File: config.mk
export PLATFORM = sky130hd
export DESIGN_NAME = rx_adc_deser
export DESIGN_NICKNAME = d
export VERILOG_FILES = /design/src/rtl/rx_adc_deser_pkg.sv /design/src/rtl/rx_adc_deser_frame_fifo.sv /design/src/rtl/rx_adc_deser.sv
export SDC_FILE = /design/constraint.sdc
export NUM_CORES = 1
export LEC_CHECK = 0
export BUFFER_PORTS_ARGS = -buffer_cell sky130_fd_sc_hd__buf_2
export CORE_ASPECT_RATIO = 0.8
export CORE_UTILIZATION = 59
export CTS_CLUSTER_DIAMETER = 200
export DETAILED_ROUTE_END_ITERATION = 10
export PLACE_DENSITY = 0.79
export SLEW_MARGIN = 25
export SYNTH_ARGS = -nofsm -noshare
export SYNTH_HDL_FRONTEND = slang
export SYNTH_SLANG_ARGS = --single-unit
export TNS_END_PERCENT = 30
File: constraint.sdc
create_clock -name clk -period 14.6 [get_ports clk]
set_input_delay 0 -clock clk [delete_from_list [all_inputs] [get_ports clk]]
set_output_delay 0 -clock clk [all_outputs]
set_load 0.01 [all_outputs]
File: src/rtl/rx_adc_deser_pkg.sv
// Shared types and width helpers for the RX ADC deserializer.
// Imported by the frame FIFO and the deserializer top.
package rx_adc_deser_pkg;

    localparam int N_ADC_DEF = 8;

    typedef logic signed [N_ADC_DEF-1:0] code_t;

    function automatic int frame_w(input int n_ways, input int n_adc);
        return n_ways * n_adc;
    endfunction

    function automatic int lvl_w(input int depth);
        return $clog2(depth) + 1;
    endfunction

endpackage

File: src/rtl/rx_adc_deser_frame_fifo.sv
// Synchronous frame FIFO; pointers carry one extra wrap bit for full/empty.
// A push while full is accepted only when a pop frees a slot in the same cycle.
module frame_fifo
    import rx_adc_deser_pkg::*;
#(
    parameter int WIDTH = 128,
    parameter int DEPTH = 4
) (
    input  logic                    clk,
    input  logic                    rstb,
    input  logic                    push,
    input  logic [WIDTH-1:0]        din,
    input  logic                    pop,
    output logic [WIDTH-1:0]        dout,
    output logic                    empty,
    output logic                    full,
    output logic [lvl_w(DEPTH)-1:0] level
);

    localparam int AW = $clog2(DEPTH);

    logic [WIDTH-1:0] mem [DEPTH];
    logic [AW:0]      wr_ptr;
    logic [AW:0]      rd_ptr;
    logic             do_push;
    logic             do_pop;

    assign empty   = (wr_ptr == rd_ptr);
    assign full    = (wr_ptr[AW-1:0] == rd_ptr[AW-1:0]) &&
                     (wr_ptr[AW] != rd_ptr[AW]);
    assign level   = wr_ptr - rd_ptr;
    assign do_pop  = pop && !empty;
    assign do_push = push && (!full || do_pop);

    // Head is shown straight from storage; no fall-through path from din.
    assign dout = empty ? '0 : mem[rd_ptr[AW-1:0]];

    always_ff @(posedge clk) begin
        if (!rstb) begin
            wr_ptr <= '0;
            rd_ptr <= '0;
        end else begin
            if (do_push) begin
                wr_ptr <= wr_ptr + (AW+1)'(1);
            end
            if (do_pop) begin
                rd_ptr <= rd_ptr + (AW+1)'(1);
            end
        end
    end

    always_ff @(posedge clk) begin
        if (do_push) begin
            mem[wr_ptr[AW-1:0]] <= din;
        end
    end

endmodule

File: src/rtl/rx_adc_deser.sv
// Packs N_WAYS ADC codes per frame into a FIFO with valid/ready output,
// counting frames lost to a full FIFO; align restarts lane 0.
module rx_adc_deser
    import rx_adc_deser_pkg::*;
#(
    parameter int N_ADC      = 8,
    parameter int N_WAYS     = 16,
    parameter int FIFO_DEPTH = 4,
    parameter int DROP_CNT_W = 16
) (
    input  logic                              clk,
    input  logic                              rstb,
    input  logic [N_ADC-1:0]                  in_code,
    input  logic                              in_valid,
    input  logic                              align,
    output logic [frame_w(N_WAYS, N_ADC)-1:0] frame_data,
    output logic                              frame_valid,
    input  logic                              frame_ready,
    output logic [lvl_w(FIFO_DEPTH)-1:0]      fifo_level,
    output logic [DROP_CNT_W-1:0]             drop_cnt,
    output logic                              overflow_sticky,
    input  logic                              clr_stats
);

    localparam int FRAME_W = frame_w(N_WAYS, N_ADC);
    localparam int IW      = $clog2(N_WAYS);
    localparam logic [IW-1:0] LAST = IW'(N_WAYS - 1);
    localparam logic [DROP_CNT_W-1:0] CNT_MAX = '1;

    logic [IW-1:0]      idx;
    logic [FRAME_W-1:0] asm_q;
    logic [FRAME_W-1:0] frame_next;
    logic               complete;
    logic               empty;
    logic               full;
    logic               drop;

    always_comb begin
        frame_next = asm_q;
        frame_next[idx*N_ADC +: N_ADC] = in_code;
    end

    // Align takes priority over a coincident completion.
    assign complete    = in_valid && !align && (idx == LAST);
    assign frame_valid = !empty;
    assign drop        = complete && full && !frame_ready;

    always_ff @(posedge clk) begin
        if (!rstb) begin
            idx   <= '0;
            asm_q <= '0;
        end else if (align) begin
            idx   <= in_valid ? IW'(1) : '0;
            asm_q <= {{(FRAME_W-N_ADC){1'b0}}, in_valid ? in_code : '0};
        end else if (in_valid) begin
            asm_q <= frame_next;
            idx   <= complete ? '0 : idx + IW'(1);
        end
    end

    always_ff @(posedge clk) begin
        if (!rstb) begin
            drop_cnt        <= '0;
            overflow_sticky <= 1'b0;
        end else if (clr_stats) begin
            drop_cnt        <= drop ? DROP_CNT_W'(1) : '0;
            overflow_sticky <= drop;
        end else if (drop) begin
            if (drop_cnt != CNT_MAX) begin
                drop_cnt <= drop_cnt + DROP_CNT_W'(1);
            end
            overflow_sticky <= 1'b1;
        end
    end

    frame_fifo #(
        .WIDTH(FRAME_W),
        .DEPTH(FIFO_DEPTH)
    ) u_fifo (
        .clk  (clk),
        .rstb (rstb),
        .push (complete),
        .din  (frame_next),
        .pop  (frame_ready),
        .dout (frame_data),
        .empty(empty),
        .full (full),
        .level(fifo_level)
    );

endmodule

==> results of run 1 <==
-- per-stage QoR --
stage,power (mW),utilization [%],area (um2)
2_1_floorplan,2.09,-,27200
3_3_place_gp,2.11,63.5,28500
3_5_place_dp,2.11,63.6,28500
4_1_cts,3.65,68.3,30700
5_1_grt,3.73,68.4,30700
6_report,3.63,68.4,30700
-- final cells by class --
cell class / instances / area, um2
Clock buffer: 94 / 1890
Timing Repair Buffer: 194 / 1150
Inverter: 10 / 37.5
Multi-Input combinational cell: 956 / 8260
Sequential cell: 669 / 18500
Fill cell: 2925 / 14200
Tap cell: 603 / 754
Clock inverter: 18 / 97.6
-- critical path, cell delays in order (launching register included) --
cell and delay [ns]:
sky130_fd_sc_hd__dfxtp_1 0.89, sky130_fd_sc_hd__inv_1 0.49, sky130_fd_sc_hd__ha_1 0.80, sky130_fd_sc_hd__a2111oi_2 0.80, sky130_fd_sc_hd__nand2_1 0.44, sky130_fd_sc_hd__o21ai_0 0.75
-- state kept, by name (all words and copies together), names as in the netlist, named ones only --
name and cells:
asm_q 128, drop_cnt 16, idx 4, overflow_sticky 1, u_fifo.mem 512, u_fifo.rd_ptr 3, u_fifo.wr_ptr 3
-- per-layer routing --
metal	wire length [um]	track usage, %	vias to the layer above
met5	0	0	-
met4	1160	7.17	0
met3	4370	3.75	85
met2	27600	39.3	596
li1	-	-	6911
met1	24800	36.5	7812
-- cell usage after synthesis (all sizes together) (11+ instances only) --
| cell type | count |
|---|---|
| mux2i | 57 |
| and3 | 25 |
| and2 | 164 |
| mux4 | 128 |
| clkbuf | 88 |
| a21oi | 21 |
| nand2 | 94 |
| dfxtp | 157 |
| mux2 | 88 |
| o21ai | 100 |
| nor2 | 94 |
| buf | 17 |
| nand3 | 85 |
| ha | 11 |
| edfxtp | 512 |
-- logic make-up after synthesis --
family | share of synthesized area [%]
adders and majority gates | 0.580
DFF | 68.1
and+or+nand+nor | 9.60
xor gates and xnor gates | 0.419
buffers and inverters | 1.64
muxes | 16.3
AOI/OAI and AO/OA | 3.31
-- report_power, final --
group          leakage (nW)  switching, mW  internal (mW)  total [mW]
registers              6.01        0.00209           2.02        2.03
logic                  3.83         0.0350         0.0136      0.0486
clock network          1.00          0.671          0.886        1.56
-- placed cells by master, fill, tap and decap left out, types with 4 or more instances in the layout --
| cell type | count |
|---|---|
| sky130_fd_sc_hd__ha_1 | 11 |
| sky130_fd_sc_hd__clkbuf_4 | 4 |
| sky130_fd_sc_hd__clkbuf_1 | 9 |
| sky130_fd_sc_hd__mux2_2 | 88 |
| sky130_fd_sc_hd__clkbuf_16 | 63 |
| sky130_fd_sc_hd__nand4_1 | 4 |
| sky130_fd_sc_hd__edfxtp_1 | 512 |
| sky130_fd_sc_hd__o21ai_0 | 99 |
| sky130_fd_sc_hd__xnor2_1 | 8 |
| sky130_fd_sc_hd__mux2i_1 | 57 |
| sky130_fd_sc_hd__a22o_1 | 8 |
| sky130_fd_sc_hd__or4_1 | 4 |
| sky130_fd_sc_hd__nand2b_1 | 5 |
| sky130_fd_sc_hd__and2_1 | 160 |
| sky130_fd_sc_hd__clkinv_2 | 13 |
| sky130_fd_sc_hd__nor3_1 | 5 |
| sky130_fd_sc_hd__mux4_2 | 128 |
| sky130_fd_sc_hd__nor2b_1 | 5 |
| sky130_fd_sc_hd__and3_1 | 25 |
| sky130_fd_sc_hd__dlygate4sd3_1 | 16 |
| sky130_fd_sc_hd__buf_2 | 162 |
| sky130_fd_sc_hd__dfxtp_1 | 155 |
| sky130_fd_sc_hd__and2_4 | 4 |
| sky130_fd_sc_hd__nor2_1 | 94 |
| sky130_fd_sc_hd__or3_1 | 5 |
| sky130_fd_sc_hd__clkbuf_8 | 18 |
| sky130_fd_sc_hd__nand2_1 | 94 |
| sky130_fd_sc_hd__buf_4 | 11 |
| sky130_fd_sc_hd__inv_1 | 10 |
| sky130_fd_sc_hd__a21oi_1 | 21 |
| sky130_fd_sc_hd__nand3_1 | 84 |
| sky130_fd_sc_hd__xor2_1 | 5 |
| sky130_fd_sc_hd__a211oi_1 | 4 |
-- repair_timing --
action | CTS | global route
hold endpoints to repair | 50 | 0
setup endpoints to repair | 0 | 0
hold buffers | 16 | 0
resized for setup | 0 | 0
-- worst min path at each step --
stage / to / slack [ns] / start / cells after the start
floorplan: asm_q[0]$_SDFFE_PN0P_ / 0.13 / in_code[0] / 1
global placement: drop_cnt[0]$_SDFFE_PN0P_ / 0.33 / clr_stats / 3
detailed placement: drop_cnt[0]$_SDFFE_PN0P_ / 0.33 / clr_stats / 3
CTS: overflow_sticky$_SDFFE_PN0P_ / 0.26 / clr_stats / 4
global route: overflow_sticky$_SDFFE_PN0P_ / 0.31 / clr_stats / 4
finish: overflow_sticky$_SDFFE_PN0P_ / 0.30 / clr_stats / 4
==> results.md, run 1 <==
STA:
- The clock period could shrink to 4.50 ns.
- The final worst slack is 10.10 ns.
- The sum of negative setup slack is 0 ns.
- Timing would allow up to 222 MHz.
- Setup repair after global routing left no endpoint under its margin.
- The setup-violating endpoint count in the final report is 0.
- The worst clock skew is 0.0151 ns.
- The tightest hold path in the finished design has a slack of 0.303 ns.
- The actual transition at the worst max-transition pin is 0.954 ns.
- The max-slew violation count came to 0.
- The share of the clock period used by the worst path is 30.8%.
- In this run the tightest slew margin relative to its limit is 36.4%.
- The number of hold violations in the final report is 0.

Clock network:
- The clock-pin slew reported for the worst setup and hold paths after clock tree synthesis is 0.06 ns.
- The clock drives 669 sinks.
- The TritonCTS clock tree is yes.
- The cell at the root of the clock tree is sky130_fd_sc_hd__clkbuf_16.
- The maximum buffer depth of the clock tree is 3.
- The number of buffers inserted during clock tree synthesis is 60.
- The clock latency at the later pin of the worst-skew pair is 0.61 ns.
- Once the clock tree was built, the setup fixing pass inserted 0 buffers.
- The H-tree was split into 2 levels.

Floorplanning:
- The number of standard-cell rows in the floorplan is 69.
- The chip width is 242 um.
- The full die area is 47000 um2.
- The height of the die is 194 um.
- Once the floorplan was initialized, standard cells occupied 60.6% of the core.
- In this run the standard cell core region covers 44900 um2.
- The top-level port count is 163.

GRT:
- The largest net degree at the start of global routing is 81.
- After global routing the overflow that remains totals 0.
- The first global-routing pass estimated 89.5 mm of wire.
- The via count of the first global-routing pass was 15400.
- The initial antenna violation count is 2.
- Global routing used 24.9% of the available tracks.

Layout:
- The fraction of final layout cells with drive strength greater than 1 is 26.5%.
- After the flow finishes, the layout carries non-filler instances totaling 2544.
- The area growth from synthesis to layout is 13.0%.
- The repair_antennas step left the layout with diodes totalling 0.
- The net total in the final layout is 1917.

Worst setup path:
- The reg-to-reg critical path startpoint is idx[0]$_SDFFE_PN0P_.
- The worst path required time is 14.90 ns.
- Of all nets on the critical path, the largest fanout is 34.
- The capturing element type of the critical path is a register.
- In this run the critical register-to-register path is captured at u_fifo.mem[1][65]$_DFFE_PP_.
- The end point of the critical path is u_fifo.mem[1][65]$_DFFE_PP_.
- The category of the most critical setup path is register to register.
- Setup slack on the worst reg-to-reg path comes out at 10.10 ns.
- The worst-case reg-to-reg path depth is 5.
- STA puts the critical path data arrival time at 4.80 ns.
- Tracing the worst setup path back leads to its startpoint at idx[0]$_SDFFE_PN0P_.
- The kind of launch point of the worst setup path is a register.

Yosys:
- The synthesized design devotes to its leading area cell type 56.5% of total area.
- The synthesized instance count is 1740.
- When the netlist entered floorplanning its net count stood at 1766.
- In this run, synthesis produced a sequential element count of 669.
- After synthesis, the share of flip-flops with an asynchronous set or reset is 0%.
- The number of synthesized flops with an enable pin is 512.
- The top cell type by total area after synthesis is sky130_fd_sc_hd__edfxtp_1.
- The count of synthesis-stage warnings from yosys is 0.
- The average cell area after synthesis is 15.6 um2.
- After synthesis the cells add up to 27200 um2.
- By area the synthesized netlist is led by sky130_fd_sc_hd__edfxtp_1, sky130_fd_sc_hd__dfxtp_1, sky130_fd_sc_hd__mux4_2.
- The share of the Yosys chip area taken by registers is 68.1%.
- The most used flip-flop cell after synthesis is sky130_fd_sc_hd__edfxtp_1.
- The distinct cell type count after synthesis is 51.

Place:
- At the placement stage, the worst setup path has a slack of 10.07 ns.
- Detailed placement finished with a half-perimeter wire length of 35.9 mm.
- During placement, the flow inserted port buffers numbering 162.
- The placed instance count is 2415.
- The final weighted congestion in routability-driven placement is 0.880.

Power and ir drop:
- The analysis attributes to cell leakage a power of 10.8 nW.
- The peak ir drop on the vdd network is 0.000108 V.
- For this design the ratio of total power to cell area is 118 nW/um2.

Flow run:
- The tool flagged a number of max-cap violations equal to 0.

Routing:
- The per-cell routed wire length is 22.7 um.
- Once detail routing completed, the nets flagged for antenna violations numbered 0.
- After detailed routing, the total wire length is 57.9 mm.
- The routed layout has 15400 vias.
- The DRC violation count after routing is 0.
- The number of design-rule violations left by the first detailed-router iteration is 1379.
- The iteration count of the initial detailed-routing pass is 5.
- In the routed layout, each cell is associated on average with a via count of 6.06.

Hold path:
- The path type of the worst min-delay path is input pin to register.

Status:
- The flow ran to the end, and the final reports show no timing, DRC or antenna violations.
Note: power is estimated with default switching activity, not from simulation.
==> inputs of run 2 (changes only) <==
==> constraint.sdc (replaced) <==
create_clock -name clk -period 4.4 [get_ports clk]
set_input_delay 0 -clock clk [delete_from_list [all_inputs] [get_ports clk]]
set_output_delay 0 -clock clk [all_outputs]
set_load 0.01 [all_outputs]
==> results.md, run 2 (synthesized netlist as in run 1, its figures left out) <==
GRT:
- The total global routing track utilization is 25.7%.
- The first global-routing pass estimated 91.4 mm of wire.
- The via count of the first global-routing pass is 15300.
- Global routing finished with a remaining overflow of 0.
- The largest net degree at the start of global routing is 73.
- The initial antenna violation count is 2.

Worst setup path:
- The data arrival time of the critical path is 3.63 ns.
- The highest fanout seen on the critical path is 21.
- The endpoint identified for the worst register-to-register timing path is u_fifo.mem[3][66]$_DFFE_PP_.
- The reg-to-reg critical path startpoint is idx[0]$_SDFFE_PN0P_.
- The end point of the critical path is u_fifo.mem[3][66]$_DFFE_PP_.
- The kind of launch point of the worst setup path is a register.
- The worst-case register-to-register setup slack is 1.10 ns.
- The worst setup path is captured at a register.
- By startpoint and endpoint, the worst setup path is classified as register to register.
- The worst-case reg-to-reg path depth is 7.
- STA puts the critical path data required time at 4.74 ns.
- In this run the worst setup path begins at idx[0]$_SDFFE_PN0P_.

Layout:
- The final design instance area without fill is 30900 um2.
- The utilization of the core after routing is 68.9%.
- In the final layout, the multi-input gates occupy 8260 um2.
- Leaving out fill and tap cells, the most frequent cells in the layout are sky130_fd_sc_hd__edfxtp_1, sky130_fd_sc_hd__buf_2, sky130_fd_sc_hd__and2_1, sky130_fd_sc_hd__dfxtp_1, sky130_fd_sc_hd__mux4_2.
- In the final design database the tool counted 1931 nets.
- The total of fill cells in the finished design is 2930.
- The relative area change from synthesis to final layout is 13.8%.
- The register with the most flip-flops in the layout has 512 of them.
- The most common cell after layout, fill and taps aside is sky130_fd_sc_hd__edfxtp_1.
- The area used by sequential logic in the layout is 18500 um2.
- The repair_antennas step left the layout with diodes totalling 0.
- Of the cells placed in the final design, the portion with a size suffix greater than 1 is 26.7%.

Place:
- The HPWL after detailed placement is 37.6 mm.
- The final weighted congestion in routability-driven placement is 0.864.
- Summing all placed instances gives a cell area of 28700 um2.
- At the placement stage, the worst setup path has a slack of 1.17 ns.
- The port buffer count is 162.

STA:
- The number of hold violations in the final report is 0.
- The worst pin sits at a relative slew slack of 41.9%.
- The share of the clock period used by the worst path is 74.9%.
- The sum of negative setup slack is 0 ns.
- The setup-violating endpoint count in the final report is 0.
- The maximum clock rate is 303 MHz.
- For the pin with the worst max-slew slack, the measured transition is 0.869 ns.
- Setup repair after global routing left no endpoint under its margin.
- Setup slack closes at 1.10 ns.
- The time the worst path needs with I/O delays and setup is 3.30 ns.
- Across all hold checks on the routed design, the worst slack comes to 0.300 ns.
- The max-slew violation count is 0.
- The worst clock skew is 0.0210 ns.

Floorplanning:
- The number of standard-cell rows in the floorplan is 69.
- The floorplan core area is 44900 um2.
- The full die area is 47000 um2.
- For this design the top-level I/O count stands at 163.
- The starting density of the core is 60.6%.
- The die is 242 um wide.
- The die is 194 um tall.

Clock network:
- The clock-pin slew reported for the worst setup and hold paths after clock tree synthesis is 0.06 ns.
- For the worst-skew pair, the clock arrives at the later sink with an insertion delay of 0.62 ns.
- The number of sinks on the clock net is 669.
- The clock passes through at most 3 buffers.
- The cell at the root of the clock tree is sky130_fd_sc_hd__clkbuf_16.
- The clock tree synthesis step divided the H-tree into 2 levels.
- The TritonCTS clock tree is yes.
- The count of buffers added by post-CTS timing repair for setup is 0.
- Clock tree synthesis inserted a total of 61 buffers.

Power and ir drop:
- Per report_power, the clock group accounts for 44.0% of the total.
- Combinational logic is responsible for 1.4% of the overall power.
- The proportion of power drawn by flip-flops and latches is 54.6%.
- The internal power consumption is 9.87 mW.
- For this design the total switching power over the nets is 2.45 mW.
- The leakage power is 10.8 nW.
- Net switching is 19.9% of the power.
- Across the VDD grid, the largest voltage drop is 0.000372 V.
- For this design the ratio of total power to cell area is 398 nW/um2.

Routing:
- After detailed routing, the total wire length is 60.4 mm.
- The DRC violation count after routing is 0.
- In this run the remaining antenna-violating nets after routing total 0.
- After the first detailed-routing iteration, the DRC count stood at 1641.
- Dividing the detail-routed via count by the number of cells gives 6.12.
- The detailed-route via count is 15700.
- The per-cell routed wire length is 23.6 um.
- For this run, the detailed router's first-pass iteration total came to 6.

Flow run:
- The reported max-cap violation count is 0.

Status:
- The flow ran to the end, and the final reports show no timing, DRC or antenna violations.

Hold path:
- The path type of the worst min-delay path is input pin to register.
run 2: metal layers:
layer	GRT usage, %	wire (um)
met5	0	0
met4	6.99	1430
met3	4.83	4790
met2	40.6	28800
met1	36.9	25400
run 2: power by group through the flow:
stage          clock [mW]  sequential, mW  combinational (mW)
2_1_floorplan           0            6.86              0.0953
3_3_place_gp            0            6.86               0.155
3_5_place_dp            0            6.86               0.159
4_1_cts              5.47            6.72               0.170
5_1_grt              5.70            6.71               0.183
6_report             5.42            6.72               0.175
run 2: critical path, stage by stage, from the launching register on:
cell                        delay, ns
sky130_fd_sc_hd__dfxtp_1         0.33
sky130_fd_sc_hd__inv_1           0.04
sky130_fd_sc_hd__buf_4           0.18
sky130_fd_sc_hd__ha_1            0.46
sky130_fd_sc_hd__buf_4           0.27
sky130_fd_sc_hd__a2111oi_2       0.69
sky130_fd_sc_hd__nand2_1         0.47
sky130_fd_sc_hd__o21ai_0         0.59
run 2: worst min path at each step:
stage / startpoint / to / slack (ns) / cells past startpoint
after floorplan: in_code[0] / asm_q[0]$_SDFFE_PN0P_ / 0.13 / 1
final: clr_stats / drop_cnt[10]$_SDFFE_PN0P_ / 0.30 / 5
after global routing: clr_stats / overflow_sticky$_SDFFE_PN0P_ / 0.31 / 4
after CTS: clr_stats / drop_cnt[10]$_SDFFE_PN0P_ / 0.27 / 5
after global placement: clr_stats / drop_cnt[0]$_SDFFE_PN0P_ / 0.32 / 3
after detailed placement: clr_stats / drop_cnt[0]$_SDFFE_PN0P_ / 0.32 / 3
run 2: through the flow:
stage                     total power [mW]  std cells
final                                 12.3       2559
after global routing                  12.6       2559
after CTS                             12.4       2559
after detailed placement              7.01       2429
after global placement                7.01       2429
after floorplan                       6.95       1740
run 2: layout make-up:
| class | instances | share of cell area (%) |
|---|---|---|
| flip-flops and latches | 669 | 59.9 |
| multi-input cells | 956 | 26.7 |
| clock buffers | 73 | 5.24 |
| repair buffers | 207 | 4.21 |
| well taps | 603 | 2.44 |
| clock inverters | 41 | 1.40 |
| inverters | 10 | 0.121 |
run 2: timing repair:
action                                 CTS  global route
endpoints found under the hold margin   25             0
hold buffers                            16             0
gates resized for setup                  0             0
setup endpoints to repair                0             0
==> inputs of run 3 (changes only) <==
==> constraint.sdc (replaced) <==
create_clock -name clk -period 3.2 [get_ports clk]
set_input_delay 0 -clock clk [delete_from_list [all_inputs] [get_ports clk]]
set_output_delay 0 -clock clk [all_outputs]
set_load 0.01 [all_outputs]
==> results.md, run 3 (synthesized netlist as in run 1, its figures left out) <==
Routing:
- Dividing the detail-routed wire length by the instance count gives 23.5 um.
- The DRC violation count after routing is 0.
- The iteration count of the initial detailed-routing pass is 6.
- Summing over every cut layer, the via total after detailed routing is 15800.
- In the routed layout, each cell is associated on average with a via count of 6.16.
- The detail route stage leaves a number of antenna-violating nets equal to 0.
- The number of design-rule violations left by the first detailed-router iteration is 1715.
- Wires add up to 60.4 mm.

Worst setup path:
- The worst-case register-to-register setup slack is 0.15 ns.
- The data arrival time of the critical path is 3.40 ns.
- On the critical path the largest part of the delay comes from simple AND/OR/NAND/NOR gates.
- The combined buffer and inverter count along the critical path is 2.
- On the critical path, the stage with the largest delay is an instance of sky130_fd_sc_hd__nor3b_2.
- For this run, the slowest stage of the critical path takes 0.55 ns.
- The category of the most critical setup path is register to register.
- The kind of launch point of the worst setup path is a register.
- Traced cell by cell, the critical path runs through inv_1 -> ha_1 -> buf_4 -> nor3b_2 -> nand2_1 -> o21ai_0.
- The worst path required time is 3.55 ns.
- The capturing element type of the critical path is a register.
- Of all nets on the critical path, the largest fanout is 22.

Flow run:
- The reported max-cap violation count is 0.

Hold path:
- In this run the worst hold path is classified as input pin to register.

Clock network:
- The number of buffers inserted during clock tree synthesis is 60.
- CTS saw 669 sinks.
- The TritonCTS clock tree is yes.
- In this run the post-CTS setup repair buffer count came out at 0.
- The maximum level of the CTS H-tree is 2.
- The root buffer cell chosen for the clock tree is sky130_fd_sc_hd__clkbuf_16.
- Clock-pin slew was measured on the worst setup and hold paths at 0.07 ns.
- Counting along the longest clock path gives a buffer depth of 3.
- Clock latency on the worst-skew pair, taken at its later pin, is 0.61 ns.

STA:
- Measured against its own limit, the worst slew margin works out to 43.8%.
- The maximum clock rate is 328 MHz.
- The share of the clock period used by the worst path is 95.4%.
- Adding up every negative setup slack in the final design gives 0 ns.
- The max-slew violation count was 0.
- The worst clock skew is 0.0171 ns.
- Setup repair after global routing could not meet its margin everywhere.
- The number of hold violations in the final report is 0.
- The time the worst path needs with I/O delays and setup is 3.05 ns.
- The final worst slack is 0.148 ns.
- For the pin with the worst max-slew slack, the measured transition is 0.837 ns.
- The final hold slack is 0.308 ns.
- Setup violations remaining at the end of the flow were counted as 0.

Power and ir drop:
- The peak ir drop on the vdd network is 0.000397 V.
- The leakage power is 10.9 nW.
- The power density normalized to cell area is 540 nW/um2.

GRT:
- The residual overflow from global routing is 0.
- The via count of the first global-routing pass is 15900.
- The largest net degree at the start of global routing is 80.
- The first global-routing pass estimated 92.9 mm of wire.
- The total global routing track utilization is 25.9%.
- The initial antenna violation count is 4.

Floorplanning:
- The floorplan step defined a core boundary enclosing 44900 um2.
- The top-level port count is 163.
- The initial utilization of the core area, before any placement, comes to 60.6%.
- The die covers 47000 um2.
- Row generation in the floorplan step produced 69 rows.
- The height of the die is 194 um.
- The chip width is 242 um.

Layout:
- The top cell types in the final layout, fill and taps aside, are sky130_fd_sc_hd__edfxtp_1, sky130_fd_sc_hd__buf_2, sky130_fd_sc_hd__and2_1, sky130_fd_sc_hd__dfxtp_1, sky130_fd_sc_hd__mux4_2.
- The total of fill cells in the finished design is 2958.
- The number of antenna diodes in the final layout is 0.
- The net total in the final layout is 1940.
- Once layout is done, the placed cells without fillers occupy 31100 um2.
- Leaving out fill and tap cells, the most frequent cell in the layout is sky130_fd_sc_hd__edfxtp_1.
- Cells fill 69.3% of the core in the end.
- Of the cells placed in the final design, the portion with a size suffix greater than 1 is 27.0%.
- The number of flip-flops under the largest register name is 512.
- The relative area change from synthesis to final layout is 14.3%.

Place:
- Prior to clock tree synthesis, the placed netlist has a worst setup slack of 0.149 ns.
- The port buffer count is 162.
- At the end of routability-driven placement, the weighted congestion stood at 0.838.
- The HPWL after detailed placement is 37.6 mm.
- The cell area after placement is 28900 um2.

Status:
- The flow ran to the end, and the final reports show no timing, DRC or antenna violations.
==> run 3: cell types whose count changed in the layout (fill, tap and decap cells not counted), moves of 3 or more <==
cell,previous run,this run
sky130_fd_sc_hd__o21ai_0,99,90
sky130_fd_sc_hd__clkbuf_16,61,65
sky130_fd_sc_hd__clkinvlp_4,5,2
sky130_fd_sc_hd__clkinv_2,12,8
sky130_fd_sc_hd__bufinv_16,8,4
sky130_fd_sc_hd__buf_4,20,23
sky130_fd_sc_hd__o21ai_1,1,10
sky130_fd_sc_hd__clkbuf_1,7,13
sky130_fd_sc_hd__clkbuf_8,5,9
sky130_fd_sc_hd__buf_12,9,16
==> run 3: per-stage QoR <==
step / cells / power, mW
floorplan: 1740 / 9.56
global placement: 2439 / 9.64
detailed placement: 2439 / 9.65
CTS: 2569 / 16.9
global route: 2569 / 17.2
finish: 2569 / 16.8
==> run 3: layer usage <==
metal,share of wire (%),vias up,track usage (%)
met2,48,680,40.9
li1,-,6972,-
met5,0,-,0
met1,41,8053,36.9
met3,8.5,125,4.93
met4,2.8,0,8.04
==> run 3: worst register-to-register path: cells and delay by family, from the launching register on <==
family | cells | cell delay [ns]
AO/OA/AOI/OAI | 1 | 0.55
adder cells (fa/ha/maj) | 1 | 0.35
AND/OR/NAND/NOR | 2 | 1.07
buffers and inverters | 2 | 0.32
flip-flops | 1 | 0.51
==> run 3: what timing repair did <==
action                                  in CTS  in global routing
endpoints found under the hold margin       30                  0
gates resized for setup                      0                 11
endpoints found under the setup margin       0                 86
hold buffers                                16                  0
==> run 3: report_power, final <==
group | leakage [nW] | internal [mW] | switching, mW
Sequential | 5.89 | 9.23 | 0.00429
Combinational | 4.01 | 0.0711 | 0.176
Clock | 1.00 | 4.23 | 3.08
Total | 10.9 | 13.5 | 3.26
==> run 3: worst paths after layout <==
kind	start	endpoint	depth (start not counted)
max reg2reg	idx[1]$_SDFFE_PN0P_	u_fifo.mem[0][92]$_DFFE_PP_	6
min reg2reg	asm_q[3]$_SDFFE_PN0P_	asm_q[3]$_SDFFE_PN0P_	1
max	idx[1]$_SDFFE_PN0P_	u_fifo.mem[0][92]$_DFFE_PP_	6
min	clr_stats	overflow_sticky$_SDFFE_PN0P_	4
==> run 3: final cells by class <==
| cell class | instances | area [um2] | share of cell area [%] |
|---|---|---|---|
| Clock buffer | 87 | 1800 | 5.79 |
| Clock inverter | 27 | 244 | 0.785 |
| Sequential cell | 669 | 18500 | 59.6 |
| Multi-Input combinational cell | 956 | 8270 | 26.6 |
| Tap cell | 603 | 754 | 2.43 |
| Inverter | 10 | 37.5 | 0.121 |
| Timing Repair Buffer | 217 | 1460 | 4.71 |
